**src/rtl/spi_slave_frame.sv**
```systemverilog
// SPI slave: deserialises {cmd, payload} frames from the master and serialises RAM read data on MISO.
// All bits move at one per clk; MOSI, SS_n and MISO are synchronous to clk.
module spi_slave_frame #(
   parameter int unsigned DATA_W     = 8,
   parameter int unsigned TX_TIMEOUT = 64
) (
   input  logic              clk,
   input  logic              rst,
   input  logic              MOSI,
   input  logic              SS_n,
   input  logic              tx_valid,
   input  logic [DATA_W-1:0] tx_data,
   output logic              MISO,
   output logic              rx_valid,
   output logic [DATA_W+1:0] rx_data,
   output logic              busy,
   output logic              frame_err
);

   localparam int unsigned FrameW = DATA_W + 2;
   localparam int unsigned CntW   = $clog2(FrameW + 1);
   localparam int unsigned TmoW   = (TX_TIMEOUT > 0) ? $clog2(TX_TIMEOUT + 1) : 1;

   localparam logic [CntW-1:0] LastBit = CntW'(FrameW - 1);
   localparam logic [CntW-1:0] LastTx  = CntW'(DATA_W - 1);
   localparam logic [TmoW-1:0] TmoLast = TmoW'(TX_TIMEOUT - 1);

   localparam logic [1:0] CmdWrAddr = 2'b00;
   localparam logic [1:0] CmdWrData = 2'b01;
   localparam logic [1:0] CmdRdAddr = 2'b10;
   localparam logic [1:0] CmdRdData = 2'b11;

   typedef enum logic [2:0] {
      StIdle,
      StRecv,
      StWaitTx,
      StSend,
      StDone
   } state_e;

   state_e state_q, state_d;

   logic [CntW-1:0]   bit_cnt_q, bit_cnt_d;
   logic [TmoW-1:0]   tmo_cnt_q, tmo_cnt_d;
   logic [FrameW-1:0] shift_q, shift_d;
   logic [DATA_W-1:0] tx_shift_q, tx_shift_d;
   logic              miso_q, miso_d;
   logic              rx_valid_q, rx_valid_d;
   logic [FrameW-1:0] rx_data_q, rx_data_d;
   logic              busy_q, busy_d;
   logic              frame_err_q, frame_err_d;
   logic              pending_q, pending_d;
   logic [FrameW-1:0] frame;

   always_comb begin
      state_d     = state_q;
      bit_cnt_d   = bit_cnt_q;
      tmo_cnt_d   = tmo_cnt_q;
      shift_d     = shift_q;
      tx_shift_d  = tx_shift_q;
      miso_d      = 1'b0;
      rx_valid_d  = 1'b0;
      rx_data_d   = rx_data_q;
      frame_err_d = 1'b0;
      pending_d   = pending_q;
      frame       = {shift_q[FrameW-2:0], MOSI};

      unique case (state_q)
         StIdle: begin
            if (!SS_n) begin
               state_d = StRecv;
            end
         end

         StRecv: begin
            if (SS_n) begin
               // Release before the first bit is a clean deselect, afterwards it is an abort.
               state_d     = StIdle;
               frame_err_d = (bit_cnt_q != '0);
            end else begin
               shift_d = frame;
               if (bit_cnt_q == LastBit) begin
                  state_d = StDone;
                  unique case (frame[FrameW-1 -: 2])
                     CmdWrAddr, CmdWrData: begin
                        rx_data_d  = frame;
                        rx_valid_d = 1'b1;
                     end
                     CmdRdAddr: begin
                        rx_data_d  = frame;
                        rx_valid_d = 1'b1;
                        pending_d  = 1'b1;
                     end
                     CmdRdData: begin
                        if (pending_q) begin
                           rx_data_d  = frame;
                           rx_valid_d = 1'b1;
                           pending_d  = 1'b0;
                           tmo_cnt_d  = '0;
                           state_d    = StWaitTx;
                        end else begin
                           frame_err_d = 1'b1;
                        end
                     end
                  endcase
               end else begin
                  bit_cnt_d = bit_cnt_q + CntW'(1);
               end
            end
         end

         StWaitTx: begin
            if (SS_n) begin
               // Abort takes priority over a coincident tx_valid.
               state_d     = StIdle;
               frame_err_d = 1'b1;
            end else if (tx_valid) begin
               miso_d     = tx_data[DATA_W-1];
               tx_shift_d = tx_data << 1;
               bit_cnt_d  = '0;
               state_d    = StSend;
            end else if (TX_TIMEOUT != 0) begin
               if (tmo_cnt_q == TmoLast) begin
                  frame_err_d = 1'b1;
                  state_d     = StDone;
               end else begin
                  tmo_cnt_d = tmo_cnt_q + TmoW'(1);
               end
            end
         end

         StSend: begin
            if (SS_n) begin
               state_d     = StIdle;
               frame_err_d = 1'b1;
            end else if (bit_cnt_q == LastTx) begin
               state_d = StDone;
            end else begin
               miso_d     = tx_shift_q[DATA_W-1];
               tx_shift_d = tx_shift_q << 1;
               bit_cnt_d  = bit_cnt_q + CntW'(1);
            end
         end

         StDone: begin
            if (SS_n) begin
               state_d = StIdle;
            end
         end

         default: begin
            state_d = StIdle;
         end
      endcase

      if (state_d == StIdle) begin
         bit_cnt_d = '0;
         tmo_cnt_d = '0;
      end

      busy_d = (state_d != StIdle);
   end

   always_ff @(posedge clk or posedge rst) begin
      if (rst) begin
         state_q     <= StIdle;
         bit_cnt_q   <= '0;
         tmo_cnt_q   <= '0;
         shift_q     <= '0;
         tx_shift_q  <= '0;
         miso_q      <= 1'b0;
         rx_valid_q  <= 1'b0;
         rx_data_q   <= '0;
         busy_q      <= 1'b0;
         frame_err_q <= 1'b0;
         pending_q   <= 1'b0;
      end else begin
         state_q     <= state_d;
         bit_cnt_q   <= bit_cnt_d;
         tmo_cnt_q   <= tmo_cnt_d;
         shift_q     <= shift_d;
         tx_shift_q  <= tx_shift_d;
         miso_q      <= miso_d;
         rx_valid_q  <= rx_valid_d;
         rx_data_q   <= rx_data_d;
         busy_q      <= busy_d;
         frame_err_q <= frame_err_d;
         pending_q   <= pending_d;
      end
   end

   assign MISO      = miso_q;
   assign rx_valid  = rx_valid_q;
   assign rx_data   = rx_data_q;
   assign busy      = busy_q;
   assign frame_err = frame_err_q;

   a_miso_only_in_send: assert property (@(posedge clk) disable iff (rst)
      (state_q != StSend) |-> !miso_q);
   a_busy_tracks_state: assert property (@(posedge clk) disable iff (rst)
      busy_q == (state_q != StIdle));
   a_valid_err_exclusive: assert property (@(posedge clk) disable iff (rst)
      !(rx_valid_q && frame_err_q));

endmodule

```
**config.mk**
```make
export PLATFORM = sky130hd
export DESIGN_NAME = spi_slave_frame
export DESIGN_NICKNAME = d
export VERILOG_FILES = /design/src/rtl/spi_slave_frame.sv
export SDC_FILE = /design/constraint.sdc
export NUM_CORES = 1
export LEC_CHECK = 0
export ABC_CLOCK_PERIOD_IN_PS = 1900
export BUFFER_PORTS_ARGS = -buffer_cell sky130_fd_sc_hd__buf_2
export CORE_MARGIN = 3
export CORE_UTILIZATION = 60
export CTS_BUF_LIST = sky130_fd_sc_hd__clkbuf_4 sky130_fd_sc_hd__clkbuf_8
export CTS_CLUSTER_SIZE = 30
export DETAILED_ROUTE_END_ITERATION = 12
export GPL_TIMING_DRIVEN = 0
export PLACE_DENSITY = 0.82
export REMOVE_ABC_BUFFERS = 1
export SETUP_SLACK_MARGIN = 0.1
export SYNTH_ARGS = -nofsm -noshare
export SYNTH_HDL_FRONTEND = slang
export SYNTH_SLANG_ARGS = --single-unit
```
**constraint.sdc**
```tcl
create_clock -name clk -period 1.9 [get_ports clk]
set_input_delay 0.285 -clock clk [delete_from_list [all_inputs] [get_ports clk]]
set_output_delay 0.285 -clock clk [all_outputs]
set_load 0.05 [all_outputs]
```
======== Word level (Yosys, flattened, before mapping) ========
Cells that the tools add are included.
Widths: inputs -> output; s select.
cells by class
  bitwise gates (word level) .............. 1
  $add $sub $neg .......................... 2
  reductions and logical operators ........ 16
  equality and inequality tests ........... 26
  muxes and demuxes ....................... 56
operators with widths
  operator             count
  $mux 7               8
  $mux 3               11
  $ne 3x3->1 const B   11
  $mux 8               4
  $mux 4               7
  $pmux 10 s2          1
  $mux 1               16
  $pmux 8 s2           1
  $pmux 3 s5           1
  $pmux 7 s2           1
  $pmux 4 s3           1
  $mux 10              1
  $ne 2x2->1 const B   5
  $reduce_and 4->1     2
  $reduce_and 8->1     1
  $reduce_bool 4->1    2
  $add 7x1->7 const B  1
  $eq 7x6->1 const B   1
  $reduce_and 7->1     1
  $eq 3x2->1 const B   2
  $logic_not 3->1      2
  $pmux 1 s2           3
  $reduce_bool 3->1    2
  $reduce_and 5->1     1
  13 further kinds     15
storage, ports and cells
  output and inout bits ................... 14
  bits in registers ....................... 46
  word-level logic and storage cells ...... 112

======== Logic depth before layout (Yosys ltp) ========
Gate-level depths: netlist (run 1).
  word-level depth ........................ 8
  mapped depth ............................ 7
  depth with buffers taken out ............ 7

======== Least setup slack after synthesis (run 1) ========
No wires, ideal clock.
  path kind ............................... reg2reg
  start ................................... reg state_q[2]
  end ..................................... reg tmo_cnt_q[3]
  stages on the path, launching flop included .. 5
  data required time ...................... 1810 ps
  library setup time ...................... 90 ps
  path slack .............................. 189 ps
  data arrival time ....................... 1620 ps
  cell sequence ........................... dfrtp_1 buf_4 or4_4 or4_1 o221ai_1
between the ends
  longest elaborated chain between the ends .. 7
ends and longest elaborated chain
  element                                                           line  RTL
  start, declared                                                   41    state_e state_q, state_d;
  start signal, assigned                                            166   state_q <= StIdle;
  start signal, assigned                                            178   state_q <= state_d;
  $mux 3                                                            123   if (tmo_cnt_q == TmoLast) begin
  $mux 3                                                            117   end else if (tx_valid) begin
  $mux 3                                                            113   if (SS_n) begin
  $pmux 3 s5                                                        68    unique case (state_q)
  $logic_not 3->1                                                   156   if (state_d == StIdle) begin
  $ne 3x3->1 (no source line) or $reduce_bool 3->1 (tied branches)  n/a
  $reduce_and 8->1 (no source line)                                 n/a
  end signal, assigned                                              180   tmo_cnt_q <= tmo_cnt_d;
  end, declared                                                     44    logic [TmoW-1:0] tmo_cnt_q, tmo_cnt_d;
Several ways; a longest one is shown, not always the timed one.
A chain may end at the register's enable or synchronous reset.

======== Worst setup path after layout (run 1) ========
  start ................................... reg tmo_cnt_q[0]
  end ..................................... reg frame_err_q, in the netlist frame_err
between the ends
  longest elaborated chain between the ends .. 5
ends and longest elaborated chain
  element               line  RTL
  $eq 7x6->1            123
  $mux 1                123
  $mux 1                117
  $mux 1                113
  $pmux 1 s3            68
  via frame_err_d       51    logic frame_err_q, frame_err_d;
  end signal, assigned  187   frame_err_q <= frame_err_d;
  end, declared         51
The timed path passes the listed nets, and every way through them passes these cells.

==> impl_metrics.tcl, run 1 <==
set metrics [dict create \
    status "completed" \
    r2r_slack_ns 0.08 \
    synth_ff_type "dfrtp_1" \
    synth_cell_types 50 \
    totalWireLength_um 4850 \
    fp.dieH_um 66.7 \
    drc_errors 0 \
    hold_violations 0 \
    dieArea_mm2 0.00445 \
    worst_pin_slew_ns 0.906 \
    via_count 1682 \
    root_buffer "clkbuf_8" \
    fin_skew_ns 0.00746 \
    cts_sinks 45 \
    crit_chain "ha_1, nand3_1, nor4_1, nor2b_1, a211o_1" \
    postSynthAreaPerCell_um2 11.8 \
    wire_per_inst_um 17.5 \
    ys_ff_latch 45 \
    portBuffers 26 \
    crit_fanout 5 \
    numCtsBuffers 5 \
    cap_viol_max_count 0 \
    critPathSlowestCell "nor4_1" \
    power_leakage_nw 1.30 \
    htree_levels 2 \
    routed_via_density 6.07 \
    syn_to_final_growth_pct 18.3 \
    antennaDiodeCount 0 \
    timing.fmax_ghz 0.548 \
    final_cell_mix "dfrtp_1, mux2_2, buf_2" \
    first_pass_iters 4 \
    total_power_mw 2.10 \
    hold_class "in -> async" \
    clkTransAtPathRegs_ns 0.08 \
    antenna_found_initial 0 \
    path_buf_inv 0 \
    cp_slowest_stage_delay_ns 0.46 \
    core-area_mm2 0.00344 \
    startpoint_type "register" \
    die-width_um 66.7 \
    initial_core_util_pct 64.3 \
    clock_latency_ns 0.30 \
    synth_area_mm2 0.00221 \
    cpLargestDelayFamily "simple AND/OR/NAND/NOR gates" \
    grt_pass1_wl_um 7390 \
    tritoncts "done" \
    grt.overflow.total 0 \
    gp_congestion 0.924 \
    grt_setup_unrepaired "yes" \
    placed_area_mm2 0.00236 \
    criticalPathCategory "reg -> reg" \
    initialDrtViolationCount 187 \
    synth-edff-count 0 \
    final_layout_size_suffix_gt1_share_pct 42.9 \
    fin_nets 247 \
    p_per_area_mw_per_mm2 800 \
    io_pins 27 \
    end_kind "register" \
    finalSetupViolCount 0 \
    slew_headroom_pct 39.5 \
    clockBufferDepth 2 \
    hold_ws_ns 0.175 \
    syn_inst 188 \
    final_cell_area_mm2 0.00262 \
    required_ns 2.13 \
    ir_drop_uv 675 \
    rows 21 \
    first_global_vias 1619 \
    finalCritPeriodShare_pct 96.0 \
    grt_max_degree 46 \
    ant_nets 0 \
    track_usage_pct 22.6 \
    async_flop_share_pct 100 \
    post-route-min-period_ns 1.82 \
    arrival_ns 2.06 \
    synth_seq_area_share_pct 50.9 \
    finalMaxSlewViolations 0 \
    mostFrequentLayoutCell "dfrtp_1" \
    dp_hpwl_um 3000 \
    yosys_warnings 0 \
]
-- per-layer routing --
metal  wire (µm)  part of all wire (%)  GRT usage (%)  up-vias
met5           0                     0              0        -
met4         165                   3.4           11.7        0
met3         372                   7.7           6.41       19
met2        2390                    49           38.1       88
met1        1920                    40           25.9      812
li1            -                     -              -      763
-- synthesized netlist by cell type, types with 3 or more instances --
| library cell | number | share of area [%] |
|---|---|---|
| mux2_2 | 29 | 15 |
| nand2_1 | 13 | 2.2 |
| nand2b_1 | 4 | 1.1 |
| o21ai_0 | 6 | 1.4 |
| o21a_1 | 3 | 1.0 |
| nand3_1 | 5 | 1.1 |
| nand4_1 | 3 | 0.85 |
| ha_1 | 4 | 2.3 |
| dfrtp_1 | 45 | 51 |
| nor2_1 | 5 | 0.85 |
| or3_1 | 3 | 0.85 |
| mux2i_1 | 3 | 1.4 |
| nor3_1 | 3 | 0.68 |
| a21oi_1 | 4 | 0.90 |
| inv_1 | 10 | 1.7 |
-- worst paths after layout --
kind,startpoint,end,depth (start not counted)
min in group clk,tx_data[0],tx_shift_q[1]$_DFFE_PP0P_,3
max,tmo_cnt_q[0]$_DFFE_PP0P_,frame_err$_DFF_PP0_,5
min,rst,tx_shift_q[4]$_DFFE_PP0P_,2
max in group asynchronous,rst,state_q[1]$_DFF_PP0_,2
min reg2reg,rx_data[6]$_DFFE_PP0P_,rx_data[6]$_DFFE_PP0P_,1
max reg2reg,tmo_cnt_q[0]$_DFFE_PP0P_,frame_err$_DFF_PP0_,5
-- cell families after synthesis --
kind of cell	Yosys count	share of synthesized area, %
DFF	45	50.9
muxes	32	16.1
adders and majority gates	4	2.26
buffers and inverters	18	3.84
and+or+nand+nor	57	16.5
xor gates and xnor gates	1	0.396
AOI/OAI and AO/OA	31	10.1
-- sequential cells by signal (all words and copies together), names as in the netlist --
name / count
MISO: 1
frame_err: 1
state_q: 3
bit_cnt_q: 4
tmo_cnt_q: 7
rx_data: 10
pending_q: 1
tx_shift_q: 7
shift_q: 9
rx_valid: 1
busy: 1
-- stage by stage --
step / util [%] / TNS, ns / setup WS, ns / cells
floorplan: - / -2.30 / -0.314 / 181
global placement: 68.5 / -9.88 / -0.697 / 253
detailed placement: 68.5 / -11.24 / -0.750 / 253
CTS: 72.8 / 0 / 0.111 / 266
global route: 76.1 / -0.0710 / -0.0368 / 277
finish: 76.1 / 0 / 0.0760 / 277
-- power by group --
group          internal, mW  switching [mW]  total (mW)
Combinational         0.180           0.148       0.328
Sequential             1.08           0.106        1.18
Clock                 0.269           0.316       0.585
Total                  1.53           0.570        2.10
-- what timing repair did --
action | in CTS | in global routing
hold buffers | 0 | 0
endpoints found under the setup margin | 39 | 16
setup buffers | 5 | 11
resized for setup | 7 | 9
pin swaps | 2 | 1
-- area by class of cell --
| class | count | area (µm²) |
|---|---|---|
| inverters | 11 | 43.8 |
| well taps | 46 | 57.6 |
| repair buffers | 42 | 253 |
| clock inverters | 2 | 10.0 |
| fillers | 223 | 823 |
| clock buffers | 6 | 76.3 |
| multi-input cells | 125 | 1050 |
| flip-flops and latches | 45 | 1130 |
-- worst register-to-register path: stages, from the launching register on --
cell and delay, ns:
dfrtp_1 0.40, ha_1 0.24, nand3_1 0.21, nor4_1 0.46
nor2b_1 0.28, a211o_1 0.17
Note: power is estimated with default switching activity, not from simulation.
==> run 2, diff against run 1 <==
--- a/config.mk
+++ b/config.mk
@@ -5,7 +5,7 @@
 export SDC_FILE = /design/constraint.sdc
 export NUM_CORES = 1
 export LEC_CHECK = 0
-export ABC_CLOCK_PERIOD_IN_PS = 1900
+export ABC_CLOCK_PERIOD_IN_PS = 1990
 export BUFFER_PORTS_ARGS = -buffer_cell sky130_fd_sc_hd__buf_2
 export CORE_MARGIN = 3
 export CORE_UTILIZATION = 60
==> constraint.sdc (replaced) <==
create_clock -name clk -period 1.99 [get_ports clk]
set_input_delay 0.2985 -clock clk [delete_from_list [all_inputs] [get_ports clk]]
set_output_delay 0.2985 -clock clk [all_outputs]
set_load 0.05 [all_outputs]
==> run 2 against run 1 <==
Effect of this change:
- clock power is 5.1% lower
- worst hold slack gained 0.017 ns
- clock skew down 0.0018 ns
- die area stayed put
- first-iteration DRC count down 9.6%
- sequential share of layout area rose by 1.8 points
- worst setup slack better by 0.13 ns
- global-route usage decreased by 0.64 points
- utilization fell by 3.2 points
- count of clock-buffer cells in the layout did not move
- power fell by 6.2%
- via count fell by 6.8%
==> impl_metrics.tcl, run 2 (synthesis results as in run 1) <==
set metrics [dict create \
    initial_core_util_pct 64.3 \
    required_ns 2.17 \
    wire_per_inst_um 16.0 \
    criticalPathCategory "reg -> reg" \
    p_switching_mw 0.526 \
    track_usage_pct 21.9 \
    finalSetupViolCount 0 \
    first_pass_iters 4 \
    rows 21 \
    dieArea_mm2 0.00445 \
    htree_levels 2 \
    tns_ns 0 \
    clockBufferDepth 2 \
    routed_via_density 5.89 \
    timing.fmax_ghz 0.561 \
    via_count 1567 \
    p_int_mw 1.44 \
    hold_ws_ns 0.192 \
    switching_share_pct 26.8 \
    tritoncts "done" \
    end_kind "register" \
    totalWireLength_um 4260 \
    fin_nets 236 \
    antenna_found_initial 0 \
    ant_nets 0 \
    drc_errors 0 \
    comb_power_share_pct 14.3 \
    core-area_mm2 0.00344 \
    slew_headroom_pct 39.6 \
    grt_setup_unrepaired "no" \
    syn_to_final_growth_pct 13.4 \
    grt_max_degree 46 \
    cap_viol_max_count 0 \
    post-route-min-period_ns 1.78 \
    arrival_ns 1.97 \
    grt_pass1_wl_um 7180 \
    utilization_pct 72.9 \
    hold_class "in -> async" \
    numCtsBuffers 5 \
    dp_hpwl_um 3000 \
    grt.overflow.total 0 \
    status "completed" \
    initialDrtViolationCount 169 \
    cts_sinks 45 \
    largest_reg_flops 10 \
    final_cells 266 \
    antennaDiodeCount 0 \
    clockPowerShare_pct 28.3 \
    die-width_um 66.7 \
    worst_pin_slew_ns 0.904 \
    portBuffers 26 \
    p_seq_share_pct 57.4 \
    placed_area_mm2 0.00236 \
    io_pins 27 \
    fin_skew_ns 0.00568 \
    gp_congestion 0.924 \
    startpoint_type "register" \
    clkTransAtPathRegs_ns 0.08 \
    p_per_area_mw_per_mm2 783 \
    final_cell_area_mm2 0.00251 \
    final_cell_mix "dfrtp_1, mux2_2, buf_2" \
    final_layout_size_suffix_gt1_share_pct 38.6 \
    fp.dieH_um 66.7 \
    placed_cells 253 \
    root_buffer "clkbuf_8" \
    mostFrequentLayoutCell "dfrtp_1" \
    finalMaxSlewViolations 0 \
    power_leakage_nw 1.23 \
    clock_latency_ns 0.30 \
    first_global_vias 1592 \
    ir_drop_uv 626 \
    crit_fanout 11 \
    hold_violations 0 \
    finalCritPeriodShare_pct 89.5 \
]
-- run 2: through the flow --
| step | power, mW | worst slack, ns |
|---|---|---|
| after global routing | 2.07 | 0.127 |
| after global placement | 1.39 | -0.607 |
| after floorplan | 1.32 | -0.224 |
| final | 1.96 | 0.209 |
| after detailed placement | 1.41 | -0.660 |
| after CTS | 1.97 | 0.117 |
-- run 2: power groups by stage --
stage          Sequential, mW  Clock [mW]  Combinational (mW)
2_1_floorplan            1.13           0               0.193
3_3_place_gp             1.14           0               0.249
3_5_place_dp             1.15           0               0.261
4_1_cts                  1.13       0.569               0.271
5_1_grt                  1.15       0.605               0.311
6_report                 1.13       0.555               0.281
-- run 2: cell type report --
class,count,area (µm²)
clock buffers,6,76.3
clock inverters,2,10.0
fillers,242,932
inverters,11,41.3
multi-input cells,125,1030
flip-flops and latches,45,1130
well taps,46,57.6
repair buffers,31,168
-- run 2: final timing paths --
| check | start | to | slack (ns) | cells after the start |
|---|---|---|---|---|
| max | state_q[2]$_DFF_PP0_ | tx_shift_q[4]$_DFFE_PP0P_ | 0.21 | 4 |
| min | rst | tx_shift_q[4]$_DFFE_PP0P_ | 0.19 | 2 |
| max reg2reg | state_q[2]$_DFF_PP0_ | tx_shift_q[4]$_DFFE_PP0P_ | 0.21 | 4 |
| min reg2reg | rx_data[8]$_DFFE_PP0P_ | rx_data[8]$_DFFE_PP0P_ | 0.50 | 1 |
| max in group asynchronous | rst | state_q[2]$_DFF_PP0_ | 1.18 | 2 |
| min in group clk | tx_data[0] | tx_shift_q[1]$_DFFE_PP0P_ | 0.23 | 3 |
-- run 2: metal layers --
layer,track usage (%),routed length (µm),vias up
met5,0,0,-
met1,25.4,1710,752
met4,11.2,114,0
li1,-,-,742
met3,7.25,289,15
met2,36.0,2140,58
-- run 2: timing repair --
| action | in CTS | in global routing |
|---|---|---|
| endpoints found under the setup margin | 37 | 16 |
| setup buffers | 2 | 3 |
| pin swaps | 1 | 1 |
| resized for setup | 4 | 5 |
| hold buffers | 0 | 0 |
-- run 2: critical path: stages (launching register included) --
cell and delay [ns]:
dfrtp_2 0.51, nand3b_4 0.25, o21bai_1 0.24, a21oi_4 0.29, mux2_2 0.38
==> run 3, diff against run 2 <==
--- a/config.mk
+++ b/config.mk
@@ -12,10 +12,10 @@
 export CTS_BUF_LIST = sky130_fd_sc_hd__clkbuf_4 sky130_fd_sc_hd__clkbuf_8
 export CTS_CLUSTER_SIZE = 30
 export DETAILED_ROUTE_END_ITERATION = 12
-export GPL_TIMING_DRIVEN = 0
 export PLACE_DENSITY = 0.82
 export REMOVE_ABC_BUFFERS = 1
 export SETUP_SLACK_MARGIN = 0.1
 export SYNTH_ARGS = -nofsm -noshare
 export SYNTH_HDL_FRONTEND = slang
 export SYNTH_SLANG_ARGS = --single-unit
+export TNS_END_PERCENT = 5
==> run 3 against run 2 <==
Effect of this change:
- combinational power is 2% lower
- count of clock-buffer cells in the layout stayed put
- die area is the same
- clock power down 1%
- global-route usage increased by 0.47 points
- power fell by 0.50%
- routed wire length down 0.16%
- fmax decreased by 1.7%
- register-to-register slack worse by 0.03 ns
- via count rose by 1.1%
- first-iteration DRC count decreased by 3.0%
- critical path depth rose by 3
- critical endpoint is now rx_data[0]$_DFFE_PP0P_
- largest cell class unchanged
- largest power group unchanged
==> impl_metrics.tcl, run 3 (synthesis results as in run 1) <==
set metrics [dict create \
    ir_drop_uv 624 \
    track_usage_pct 22.4 \
    clkTransAtPathRegs_ns 0.08 \
    p_per_area_mw_per_mm2 779 \
    required_ns 2.17 \
    ant_nets 0 \
    antenna_found_initial 0 \
    rows 21 \
    total_power_mw 1.96 \
    final_cell_mix "dfrtp_1, mux2_2, buf_2" \
    worst_pin_slew_ns 0.539 \
    totalWireLength_um 4250 \
    startpoint "bit_cnt_q[1]$_DFFE_PP0P_" \
    status "completed" \
    end_kind "register" \
    antennaDiodeCount 0 \
    hold_ws_ns 0.125 \
    timing.fmax_ghz 0.552 \
    fp.dieH_um 66.7 \
    initial_core_util_pct 64.3 \
    post-route-min-period_ns 1.81 \
    final_cells 267 \
    crit_chain "inv_1, ha_1, and3b_1, and2_4, o21ai_2, inv_2, mux2_2" \
    startpoint_type "register" \
    grt.overflow.total 0 \
    tns_ns 0 \
    fin_nets 237 \
    dp_hpwl_um 3010 \
    power_leakage_nw 1.23 \
    r2r_start "bit_cnt_q[1]$_DFFE_PP0P_" \
    criticalPathCategory "reg -> reg" \
    via_count 1585 \
    finalMaxSlewViolations 0 \
    first_pass_iters 4 \
    placed_cells 257 \
    core-area_mm2 0.00344 \
    wire_per_inst_um 15.9 \
    first_global_vias 1606 \
    comb_power_share_pct 14.0 \
    slew_headroom_pct 64.1 \
    largest_reg_flops 10 \
    clockPowerShare_pct 28.0 \
    initialDrtViolationCount 164 \
    utilization_pct 73.0 \
    hold_violations 0 \
    drc_errors 0 \
    final_layout_size_suffix_gt1_share_pct 37.1 \
    p_switching_mw 0.521 \
    portBuffers 26 \
    finalSetupViolCount 0 \
    critPathSlowestCell "dfrtp_1" \
    crit_fanout 6 \
    numCtsBuffers 5 \
    grt_setup_unrepaired "no" \
    finalWorstSetupSlack_ns 0.178 \
    switching_share_pct 26.7 \
    grt_pass1_wl_um 7430 \
    p_int_mw 1.43 \
    arrival_ns 1.99 \
    syn_to_final_growth_pct 13.5 \
    root_buffer "clkbuf_8" \
    io_pins 27 \
    placed_area_mm2 0.00239 \
    die-width_um 66.7 \
    post-place-ws_ns 0.106 \
    gp_congestion 1.01 \
    finalCritPeriodShare_pct 91.0 \
    clockBufferDepth 2 \
    hold_class "in -> async" \
    cts_sinks 45 \
    dieArea_mm2 0.00445 \
    r2r_slack_ns 0.18 \
    cap_viol_max_count 0 \
    routed_via_density 5.94 \
    grt_max_degree 46 \
    clock_latency_ns 0.30 \
    mostFrequentLayoutCell "dfrtp_1" \
    cp_slowest_stage_delay_ns 0.42 \
    p_seq_share_pct 58.0 \
    final_cell_area_mm2 0.00251 \
    fin_skew_ns 0.00535 \
    htree_levels 2 \
    tritoncts "done" \
]
run 3: final cells by class:
type	count	area, µm²
clock buffer	6	76.3
fill	222	931
tap	46	57.6
sequential	45	1130
multi-input combinational	125	1020
timing repair buffer	32	175
inverter	11	41.3
clock inverter	2	10.0
run 3: repair_timing:
item | CTS | global route
pin swaps | 0 | 1
setup endpoints to repair | 5 | 16
buffers inserted | 0 | 2
hold endpoints to repair | 0 | 0
gates resized for setup | 1 | 5
hold buffers | 0 | 0
run 3: worst max-delay path: cells and delay by family (launching register included):
family	cells	cell delay, ns
simple gates	2	0.39
fa+ha+maj	1	0.20
flops	1	0.42
buf+inv	2	0.24
mux	1	0.34
compound gates	1	0.10
run 3: power by group through the flow:
stage               Sequential [mW]  Clock (mW)  Combinational (mW)
global placement               1.14           0               0.256
floorplan                      1.13           0               0.193
detailed placement             1.15           0               0.270
CTS                            1.13       0.563               0.271
global route                   1.16       0.609               0.304
finish                         1.13       0.547               0.275
run 3: layer usage:
metal	track usage [%]	up-vias	wire [µm]
met5	0	-	0
met4	9.64	0	99
met2	35.9	48	2160
met3	6.75	11	216
met1	28.0	784	1770
li1	-	742	-
run 3: worst paths after layout:
path                                        endpoint  depth (start not counted)
setup / recovery              rx_data[0]$_DFFE_PP0P_                          7
hold / removal             tx_shift_q[5]$_DFFE_PP0P_                          3
setup reg to reg              rx_data[0]$_DFFE_PP0P_                          7
hold reg to reg               rx_data[6]$_DFFE_PP0P_                          1
max in group asynchronous       state_q[2]$_DFF_PP0_                          3
min in group clk           tx_shift_q[1]$_DFFE_PP0P_                          3
